## config.mk

```make
export PLATFORM = sky130hd
export DESIGN_NAME = remote_comm
export DESIGN_NICKNAME = d
export VERILOG_FILES = /design/src/rtl/remote_comm.sv
export SDC_FILE = /design/constraint.sdc
export NUM_CORES = 1
export LEC_CHECK = 0
export ABC_CLOCK_PERIOD_IN_PS = 2800
export CORE_ASPECT_RATIO = 1.75
export CORE_MARGIN = 2
export CORE_UTILIZATION = 35
export CTS_BUF_LIST = sky130_fd_sc_hd__clkbuf_16
export CTS_CLUSTER_DIAMETER = 50
export CTS_CLUSTER_SIZE = 14
export DETAILED_ROUTE_END_ITERATION = 10
export GPL_ROUTABILITY_DRIVEN = 0
export HOLD_SLACK_MARGIN = 0.15
export SLEW_MARGIN = 15
export SYNTH_ARGS = -nofsm -noshare
export SYNTH_HDL_FRONTEND = slang
export SYNTH_SLANG_ARGS = --single-unit
```

## constraint.sdc

```tcl
create_clock -name clk -period 2.8 [get_ports clk]
set_input_delay 0.56 -clock clk [delete_from_list [all_inputs] [get_ports clk]]
set_output_delay 0.56 -clock clk [all_outputs]
set_load 0.02 [all_outputs]
```

## src/rtl/remote_comm.sv

```systemverilog
// remote_comm: host-side UART command master.
// Sends a 3-byte frame (cmd, data[15:8], data[7:0]) as 8N1 on TX and
// receives single-byte responses on RX. The TX and RX paths are independent.
module remote_comm #(
   parameter int unsigned BAUD_DIV = 2604
) (
   input  logic        clk,
   input  logic        rst_n,
   input  logic        RX,
   output logic        TX,
   input  logic [7:0]  cmd,
   input  logic [15:0] data,
   input  logic        send_cmd,
   output logic        cmd_sent,
   output logic        resp_rdy,
   output logic [7:0]  resp,
   input  logic        clr_resp_rdy
);

   localparam int unsigned CNT_W = (BAUD_DIV > 2) ? $clog2(BAUD_DIV) : 1;
   localparam int unsigned BIT_W = 4;
   localparam logic [CNT_W-1:0] BAUD_LAST = CNT_W'(BAUD_DIV - 1);
   localparam logic [CNT_W-1:0] HALF_LAST = CNT_W'(BAUD_DIV / 2 - 1);
   localparam logic [BIT_W-1:0] LAST_BIT  = BIT_W'(9);

   typedef enum logic [1:0] {TX_IDLE, TX_HIGH, TX_MID, TX_LOW} tx_state_t;
   typedef enum logic       {RX_IDLE, RX_BUSY} rx_state_t;

   // ---------------------------------------------------------------- TX path
   tx_state_t        tx_state, tx_state_nxt;
   logic [7:0]       cmd_hold;
   logic [15:0]      data_hold;
   logic [8:0]       tx_shift;
   logic [CNT_W-1:0] tx_baud_cnt;
   logic [BIT_W-1:0] tx_bit_cnt;
   logic             tx_baud_end, tx_byte_end;
   logic             tx_accept, tx_load, tx_done;
   logic [7:0]       tx_byte;

   assign tx_baud_end = (tx_baud_cnt == BAUD_LAST);
   assign tx_byte_end = tx_baud_end && (tx_bit_cnt == LAST_BIT);

   // Transmit state register
   always_ff @(posedge clk) begin
      if (!rst_n) tx_state <= TX_IDLE;
      else        tx_state <= tx_state_nxt;
   end

   // Transmit next state: pick the next byte to load at each byte boundary
   always_comb begin
      tx_state_nxt = tx_state;
      tx_accept    = 1'b0;
      tx_load      = 1'b0;
      tx_done      = 1'b0;
      tx_byte      = cmd;
      case (tx_state)
         TX_IDLE: if (send_cmd) begin
            tx_state_nxt = TX_HIGH;
            tx_accept    = 1'b1;
            tx_load      = 1'b1;
            tx_byte      = cmd;
         end
         TX_HIGH: if (tx_byte_end) begin
            tx_state_nxt = TX_MID;
            tx_load      = 1'b1;
            tx_byte      = data_hold[15:8];
         end
         TX_MID: if (tx_byte_end) begin
            tx_state_nxt = TX_LOW;
            tx_load      = 1'b1;
            tx_byte      = data_hold[7:0];
         end
         TX_LOW: if (tx_byte_end) begin
            tx_state_nxt = TX_IDLE;
            tx_done      = 1'b1;
         end
         default: tx_state_nxt = TX_IDLE;
      endcase
   end

   // Transmit datapath: holding registers, bit shifter and baud timing
   always_ff @(posedge clk) begin
      if (!rst_n) begin
         TX          <= 1'b1;
         cmd_sent    <= 1'b0;
         cmd_hold    <= '0;
         data_hold   <= '0;
         tx_shift    <= '1;
         tx_baud_cnt <= '0;
         tx_bit_cnt  <= '0;
      end else begin
         if (tx_accept) begin
            cmd_hold  <= cmd;
            data_hold <= data;
            cmd_sent  <= 1'b0;
         end
         if (tx_load) begin
            // start bit goes out now; shifter keeps data bits plus stop bit
            TX          <= 1'b0;
            tx_shift    <= {1'b1, tx_byte};
            tx_baud_cnt <= '0;
            tx_bit_cnt  <= '0;
         end else if (tx_done) begin
            TX          <= 1'b1;
            cmd_sent    <= 1'b1;
            tx_baud_cnt <= '0;
            tx_bit_cnt  <= '0;
         end else if (tx_state != TX_IDLE) begin
            if (tx_baud_end) begin
               tx_baud_cnt <= '0;
               TX          <= tx_shift[0];
               tx_shift    <= {1'b1, tx_shift[8:1]};
               tx_bit_cnt  <= tx_bit_cnt + BIT_W'(1);
            end else begin
               tx_baud_cnt <= tx_baud_cnt + CNT_W'(1);
            end
         end
      end
   end

   // ---------------------------------------------------------------- RX path
   rx_state_t        rx_state, rx_state_nxt;
   logic             rx_ff1, rx_sync, rx_prev;
   logic [CNT_W-1:0] rx_cnt;
   logic [BIT_W-1:0] rx_bit_cnt;
   logic [7:0]       rx_shift;
   logic             rx_start, rx_sample, rx_done;

   // Two-flop synchronizer plus one delay stage for falling-edge detection
   always_ff @(posedge clk) begin
      if (!rst_n) begin
         rx_ff1  <= 1'b1;
         rx_sync <= 1'b1;
         rx_prev <= 1'b1;
      end else begin
         rx_ff1  <= RX;
         rx_sync <= rx_ff1;
         rx_prev <= rx_sync;
      end
   end

   // Receive state register
   always_ff @(posedge clk) begin
      if (!rst_n) rx_state <= RX_IDLE;
      else        rx_state <= rx_state_nxt;
   end

   // Receive next state: start on falling edge, drop glitches, finish at stop
   always_comb begin
      rx_state_nxt = rx_state;
      rx_start     = 1'b0;
      rx_sample    = 1'b0;
      rx_done      = 1'b0;
      case (rx_state)
         RX_IDLE: if (rx_prev && !rx_sync) begin
            rx_state_nxt = RX_BUSY;
            rx_start     = 1'b1;
         end
         RX_BUSY: if (rx_cnt == '0) begin
            rx_sample = 1'b1;
            if ((rx_bit_cnt == '0) && rx_sync) begin
               rx_state_nxt = RX_IDLE;
            end else if (rx_bit_cnt == LAST_BIT) begin
               rx_state_nxt = RX_IDLE;
               rx_done      = 1'b1;
            end
         end
         default: rx_state_nxt = RX_IDLE;
      endcase
   end

   // Receive datapath: mid-bit sampling, shift-in and response flag
   always_ff @(posedge clk) begin
      if (!rst_n) begin
         rx_cnt     <= '0;
         rx_bit_cnt <= '0;
         rx_shift   <= '0;
         resp       <= '0;
         resp_rdy   <= 1'b0;
      end else begin
         if (rx_start) begin
            rx_cnt     <= HALF_LAST;
            rx_bit_cnt <= '0;
         end else if (rx_sample) begin
            rx_cnt     <= BAUD_LAST;
            rx_bit_cnt <= rx_bit_cnt + BIT_W'(1);
            if ((rx_bit_cnt != '0) && (rx_bit_cnt != LAST_BIT))
               rx_shift <= {rx_sync, rx_shift[7:1]};
         end else if (rx_state == RX_BUSY) begin
            rx_cnt <= rx_cnt - CNT_W'(1);
         end
         // a completed byte beats a simultaneous clear
         if (rx_done) begin
            resp     <= rx_shift;
            resp_rdy <= 1'b1;
         end else if (clr_resp_rdy || rx_start) begin
            resp_rdy <= 1'b0;
         end
      end
   end

endmodule

```

# Yosys cells after proc, flatten, opt, wreduce, memory -nomap -nowiden
# Cells that the tools add are included.
[totals] regBits=81 in_bits=29 out_inout_bits=11 wordCells=106
[classes] add_sub_neg=4 n_eq_ne=12 n_mux=42 bitwise_logic=3 n_reduce_logical=27
[ops] op="8-bit 2-to-1 mux" n=6
[ops] op="12-bit 2-to-1 mux" n=3
[ops] op="1-bit 2-to-1 mux" n=24
[ops] op="8-bit case mux with 2 select lines" n=1
[ops] op="12-bit by 1-bit adder with 12-bit output, second input constant" n=1
[ops] op="12-bit equality test, second input constant" n=1
[ops] op="12-bit logical NOT" n=1
[ops] op="12-bit by 1-bit subtractor with 12-bit output, second input constant" n=1
[ops] op="11-bit 2-to-1 mux" n=1
[ops] op="2-bit != test, second input constant" n=5
[ops] op="2-bit nonzero test" n=5
[ops] op="3-bit nonzero test" n=3
[ops] op="4-bit by 1-bit adder with 4-bit output, second input constant" n=2
[ops] op="4-bit equality test, second input constant" n=2
[ops] op="2-bit 2-to-1 mux" n=4
[ops] op="2-bit case mux with 4 select lines" n=1
[ops] op="3-bit AND reduction" n=2
[ops] op="3-bit OR reduction" n=2
[ops] op="2-bit equality test, second input constant" n=2
[ops] op="1-bit logical AND" n=4
[ops] op="4-bit logical NOT" n=1
[ops] op="4-bit != test, second input constant" n=1
[ops] op="1-bit case mux with 2 select lines" n=2
[ops] op="2-bit AND reduction" n=2
[ops] op="8 further kinds" n=11

# Depth between registers and ports, before layout
# Gate-level depths: netlist of the first run.
[logic_depth] depth_word=7 depth_mapped=9 mapped_depth_nobuf=7

# Worst setup path before layout of the first run
# Ideal clock, no wire load.
[synth_path] path_type="reg2reg" startpoint="register tx_state[1]" endpoint="register tx_baud_cnt[0]" setup_ps=117 arrival_time_ps=2025 t_required_ps=2683 path_slack_ps=658 stages_incl_launch_ff=9 n_path_buf=1 synth_period_minus_slack_ps=2142 cell_sequence="dfxtp_1 -> inv_1 -> ha_1 -> nand4b_1 -> or4_1 -> a21oi_2 -> a2111o_1 -> buf_2 -> nor2_1"
[synth_between] elab_chain_len=4 word_cells_on_any_way=9 cone_classes="eq/ne: 3; mux: 2; reduce/logical: 4"
[synth_rtl] item="start, declared" line="30" text="tx_state_t tx_state, tx_state_nxt;"
[synth_rtl] item="start signal, assigned" line="46" text="else tx_state <= tx_state_nxt;"
[synth_rtl] item="2-bit equality test / 2-bit by 1-bit equality test with 1-bit output (equally long branches)" line="56" text="case (tx_state)"
[synth_rtl] item="2-bit OR reduction (no source line)"
[synth_rtl] item="1-bit case mux with 2 select lines" line="56"
[synth_rtl] item="3-bit OR reduction (no source line)"
[synth_rtl] item="end signal, assigned" line="115" text="tx_baud_cnt <= tx_baud_cnt + CNT_W'(1);"
[synth_rtl] item="end, declared" line="34" text="logic [CNT_W-1:0] tx_baud_cnt;"
# Several ways; a longest one is shown, not always the timed one.
# A chain may end at the register's enable or synchronous reset.

# Worst setup path in the final report of the first run
[layout_path] startpoint="register tx_state[1]" endpoint="register tx_baud_cnt[2]"
# Same word-level chain as after synthesis.

==> results of run 1 <==
per-layer routing:
layer	global-route usage	share of wire
met1	0.1789	0.42
met2	0.2657	0.53
met3	0.03393	0.024
met4	0.07368	0.026
met5	0	0
cells by family after synthesis:
family / Yosys count / share of synthesized area
buffers and inverters: 34 / 0.03614
adders and majority gates: 12 / 0.04016
xor gates and xnor gates: 21 / 0.04920
DFF: 81 / 0.4337
and+or+nand+nor: 167 / 0.2343
AOI/OAI and AO/OA: 94 / 0.1580
muxes: 18 / 0.04853
where the power goes:
group	switching [uW]	internal, uW
Combinational	493	346
Sequential	81.9	1280
Clock	482	698
Total	1060	2320
final cells by class:
type / instances / area (um2) / area share
clock buffers: 9 / 225.2 / 0.04894
clock inverters: 7 / 77.57 / 0.01686
inverters: 12 / 45.04 / 0.009788
multi-input cells: 312 / 1982 / 0.4307
flip-flops and latches: 81 / 1622 / 0.3524
well taps: 130 / 162.7 / 0.03535
repair buffers: 52 / 488.0 / 0.1060
state kept, by name, summed over array words and instances (netlist names):
signal	count
data_hold	16
cmd_sent	1
tx_state	2
rx_cnt	12
tx_bit_cnt	4
rx_bit_cnt	4
rx_ff1	1
resp_rdy	1
rx_state	1
rx_shift	8
tx_baud_cnt	12
rx_prev	1
resp	8
TX	1
rx_sync	1
tx_shift	8
worst max-delay path, cell delays in order, from the launching register on:
cell	delay [ps]
dfxtp_1	380
inv_1	100
ha_1	310
nand4b_1	180
or4_1	610
a21oi_2	190
a2111o_1	360
nor2_1	100
layout by cell type, fill, tap and decap left out, types with 8 or more instances in the layout:
| master | instances |
|---|---|
| nor2_1 | 40 |
| clkbuf_16 | 9 |
| nor3_1 | 11 |
| xor2_1 | 11 |
| xnor2_1 | 10 |
| nand2b_1 | 8 |
| buf_4 | 13 |
| dfxtp_1 | 81 |
| clkdlybuf4s50_1 | 39 |
| ha_1 | 12 |
| a21oi_1 | 36 |
| mux2i_1 | 17 |
| nand2_1 | 54 |
| o21ai_0 | 9 |
| o21ai_1 | 11 |
| inv_1 | 11 |
stage by stage:
stage / cell area (um2) / util / setup WS [ps]
CTS: 4602 / 0.4353 / 450.6
finish: 4602 / 0.4353 / 444.7
global placement: 4299 / 0.4066 / 535.2
global route: 4602 / 0.4353 / 287.1
detailed placement: 4299 / 0.4066 / 470.1
floorplan: 3739 / - / 657.6
worst max-delay path by stage:
stage,cells past startpoint,start,endpoint,slack (ps)
2_1_floorplan,8,tx_state[1],tx_baud_cnt[0],660
6_report,7,tx_state[1],tx_baud_cnt[2],440
3_3_place_gp,6,rx_cnt[4],resp[3],540
5_1_grt,7,tx_state[1],tx_baud_cnt[3],290
4_1_cts,7,tx_state[1],tx_baud_cnt[2],450
3_5_place_dp,7,tx_state[1],tx_baud_cnt[5],470
==> flow_metrics.tcl, run 1 <==
set metrics [dict create \
    path_class "reg2reg" \
    arrival_ps 2560 \
    wire_per_inst_um 13.61 \
    overflow 0 \
    dr.pass1.iters 4 \
    end_kind "register" \
    skew_ps 4.998 \
    drv_slew 0 \
    synth_flop_cell "dfxtp_1" \
    routed_via_density 5.149 \
    ant_nets 0 \
    setup_violations 0 \
    drt_iter0_markers 102 \
    hp-start "rx_ff1" \
    wirelength_mm 8.206 \
    syn-instance-count 427 \
    relSlewSlack 0.5062 \
    avgSynthCellArea_um2 8.755 \
    status "completed" \
    ff2ff_setup_slack_ps 440 \
    detail_route.drc_violations 0 \
    postCtsHoldBufs 0 \
    ir_drop_uv 387.2 \
    ys_warn_count 0 \
    dieArea_um2 11560 \
    start_util 0.3536 \
    seq_area_frac_synth 0.4337 \
    syn_nets 468 \
    clk_pin_slew_worst_paths_ps 60 \
    fmax_mhz 424.6 \
    synth_async_sr_flop_share 0 \
    grt_first_pass_wirelength_mm 14.18 \
    powerDensity_nw_per_um2 734.9 \
    worst_pin_slew_ps 734.6 \
    antenna_cells 0 \
    io-pin-count 40 \
    yosys.area.top_type "dfxtp_1" \
    hold_path_class "reg2reg" \
    drive_gt1_frac 0.08457 \
    final_hold_viol_count 0 \
    p_leak_uw 0.001743 \
    ys_ff_latch 81 \
    synth_edf_count 0 \
    post_cts_buffers 0 \
    clock_path_buffers 2 \
    syn_area_um2 3739 \
    synthTopCellsByArea "dfxtp_1 43%, nand2_1 5.4%, a21oi_1 4.8%" \
    rows 50 \
    cts_resized 0 \
    synth_common_cells "81 x dfxtp_1, 54 x nand2_1, 40 x nor2_1, 36 x a21oi_1" \
    syn_to_final_growth_pct 23.09 \
    fin_cells 603 \
    cts_made_buffers 9 \
    regToRegEndpoint "tx_baud_cnt[2]" \
    rr_worst_depth 7 \
    max-cap-violations 0 \
    synth_most_common_cell "dfxtp_1" \
    path_max_fanout 12 \
    layout_min_cycle_time_ps 2355 \
    dp.cells 587 \
    io_buffers 39 \
    dp_hpwl_mm 6.147 \
    period_share 0.8412 \
    num_vias 3105 \
    die_w_um 82.13 \
    hold_end "rx_sync" \
    synth_cell_types 49 \
    fillCellCount 1045 \
    whs_path_depth 1 \
    cts_num_sinks 81 \
    cts_tree "yes" \
    r2r-start "tx_state[1]" \
    finalPower_uw 3382 \
    rsz0062_at_grt "false" \
    root_buffer "clkbuf_16" \
    grt_use_total 0.1555 \
    antenna_found_initial 0 \
    clkLatencyLatePin_ps 330 \
    die_y_um 140.7 \
    grt_max_degree 21 \
    coreArea_um2 10570 \
    nNetsFinal 509 \
    start_kind "register" \
    hold_slack_ps 411.6 \
    worstPathRequired_ps 3010 \
    netlist.area_leader.share 0.4337 \
    grt_pass1_vias 3149 \
    htree_num_levels 3 \
    fin_tns_setup_ps 0 \
]
Power figures use the tool's default switching activity.
==> inputs of run 2 (changes only) <==
--- a/config.mk
+++ b/config.mk
@@ -5,7 +5,7 @@
 export SDC_FILE = /design/constraint.sdc
 export NUM_CORES = 1
 export LEC_CHECK = 0
-export ABC_CLOCK_PERIOD_IN_PS = 2800
+export ABC_CLOCK_PERIOD_IN_PS = 2000
 export CORE_ASPECT_RATIO = 1.75
 export CORE_MARGIN = 2
 export CORE_UTILIZATION = 35
==> constraint.sdc (replaced) <==
create_clock -name clk -period 2 [get_ports clk]
set_input_delay 0.4 -clock clk [delete_from_list [all_inputs] [get_ports clk]]
set_output_delay 0.4 -clock clk [all_outputs]
set_load 0.02 [all_outputs]
==> run 2 against run 1 <==
Net effect:
- the flow now finishes with violations (setup timing)
- design area increased by 11%
- setup slack got worse by 500 ps
- total power increased by 49%
- first-iteration DRC count increased by 86%
- global-route usage increased by 0.56 points
- clock power increased by 35%
- wire length increased by 11%
- count of clock-buffer cells in the layout unchanged
- final cell count increased by 7.3%
- hold slack improved by 2.5 ps
- register-to-register slack got worse by 500 ps
- critical path type unchanged
- largest cell class unchanged
==> flow_metrics.tcl, run 2 (synthesized netlist as in run 1, its figures left out) <==
set metrics [dict create \
    status "finished, violations left" \
    violations "setup timing" \
    fillCellCount 1043 \
    io_buffers 39 \
    wirelength_mm 9.074 \
    postCtsHoldBufs 0 \
    preCtsSetupSlack_ps -75.28 \
    cts_made_buffers 9 \
    max-cap-violations 0 \
    antenna_found_initial 0 \
    clkLatencyLatePin_ps 330 \
    power_frac_seq 0.382 \
    layout_min_cycle_time_ps 2054 \
    setup_violations 13 \
    reg.largest.list "data_hold x16, rx_cnt x12, tx_baud_cnt x12" \
    hold_path_class "reg2reg" \
    syn_to_final_growth_pct 36.55 \
    num_vias 3265 \
    ant_nets 0 \
    multiInputGateArea_um2 2125 \
    overflow 0 \
    clkPwrFrac 0.316 \
    dp_hpwl_mm 6.494 \
    antenna_cells 0 \
    p_leak_uw 0.001967 \
    finalPower_uw 5028 \
    clock_path_buffers 2 \
    die_y_um 140.7 \
    largest_reg_flops 16 \
    path_max_fanout 9 \
    arrival_ps 2280 \
    hold_slack_ps 414.2 \
    start_kind "register" \
    htree_num_levels 3 \
    worst_pin_slew_ps 460.4 \
    root_buffer "clkbuf_16" \
    design_area_um2 5105 \
    drt_iter0_markers 190 \
    path_class "reg2reg" \
    final_hold_viol_count 0 \
    sw_frac_of_total 0.3075 \
    ir_drop_uv 831.5 \
    cts_num_sinks 81 \
    dr.pass1.iters 6 \
    intPower_uw 3482 \
    final_common_cell "dfxtp_1" \
    drive_gt1_frac 0.2108 \
    layout_common_cells "74 x dfxtp_1, 53 x nand2_1, 51 x buf_4" \
    grt_first_pass_wirelength_mm 14.57 \
    routed_via_density 5.046 \
    period_share 1.027 \
    end_kind "register" \
    clk_pin_slew_worst_paths_ps 60 \
    fin_tns_setup_ps -349.9 \
    fmax_mhz 487.0 \
    start_util 0.3536 \
    worst_slack_ps -53.53 \
    rows 50 \
    dieArea_um2 11560 \
    drv_slew 0 \
    detail_route.drc_violations 0 \
    p_sw_uw 1546 \
    top_register "data_hold" \
    grt_max_degree 45 \
    coreArea_um2 10570 \
    worstPathRequired_ps 2220 \
    io-pin-count 40 \
    grt_use_total 0.1612 \
    ff_latch_area_um2 1635 \
    pwr-share-comb 0.302 \
    nNetsFinal 553 \
    die_w_um 82.13 \
    dpl-instance-area_um2 4576 \
    wire_per_inst_um 14.02 \
    cts_tree "yes" \
    rsz0062_at_grt "true" \
    powerDensity_nw_per_um2 984.9 \
    relSlewSlack 0.6923 \
    grt_pass1_vias 3208 \
    skew_ps 6.601 \
]
[run 2: cell count changes in the layout (fill, tap and decap cells not counted), moves of 3 or more]
cell / before / now
buf_4: 13 / 51
buf_6: 0 / 5
dfxtp_1: 81 / 74
dfxtp_2: 0 / 5
ha_1: 12 / 8
nor2_1: 40 / 33
nor2_4: 0 / 5
o21ai_0: 9 / 4
o21ai_1: 11 / 14
[run 2: through the flow]
stage / util / cells
finish: 0.4828 / 647
global route: 0.4828 / 647
CTS: 0.4722 / 640
detailed placement: 0.4328 / 616
global placement: 0.4328 / 616
floorplan: - / 427
[run 2: worst paths after layout]
check	startpoint	endpoint	slack, ps	cells past startpoint
setup / recovery	rx_cnt[4]	resp[2]	-50	6
hold / removal	rx_ff1	rx_sync	410	1
setup reg to reg	rx_cnt[4]	resp[2]	-50	6
hold reg to reg	rx_ff1	rx_sync	410	1
[run 2: layout make-up]
type | count | area share
multi-input combinational | 312 | 0.4162
clock inverter | 7 | 0.01225
tap | 130 | 0.03186
clock buffer | 9 | 0.04412
timing repair buffer | 96 | 0.1664
inverter | 12 | 0.008824
sequential | 81 | 0.3203
[run 2: per-layer routing]
layer  track usage  up-vias  wire (um)
li1              -     1672          -
met1        0.1731     1537       3625
met2        0.2957       44       5009
met3       0.03265       12        262
met4       0.06491        0        176
met5             0        -          0
[run 2: what timing repair did]
action                                  in CTS  in global routing
gates cloned                                 1                  0
pin swaps                                    0                 21
resized for setup                           17                 26
setup buffers                                8                 10
endpoints found under the setup margin      38                 42
[run 2: power groups by stage]
stage	registers, uW	clock network [uW]	logic [uW]
after floorplan	1930	0	860
after global placement	1940	0	1300
after detailed placement	1950	0	1330
after CTS	1920	1640	1480
after global routing	1940	1710	1680
final	1920	1590	1520
[run 2: worst max-delay path, stage by stage, from the launching register on]
cell,delay [ps]
dfxtp_2,320
or4_4,520
or4_4,510
nor3_2,140
buf_6,180
mux2i_1,210
nor2_1,50
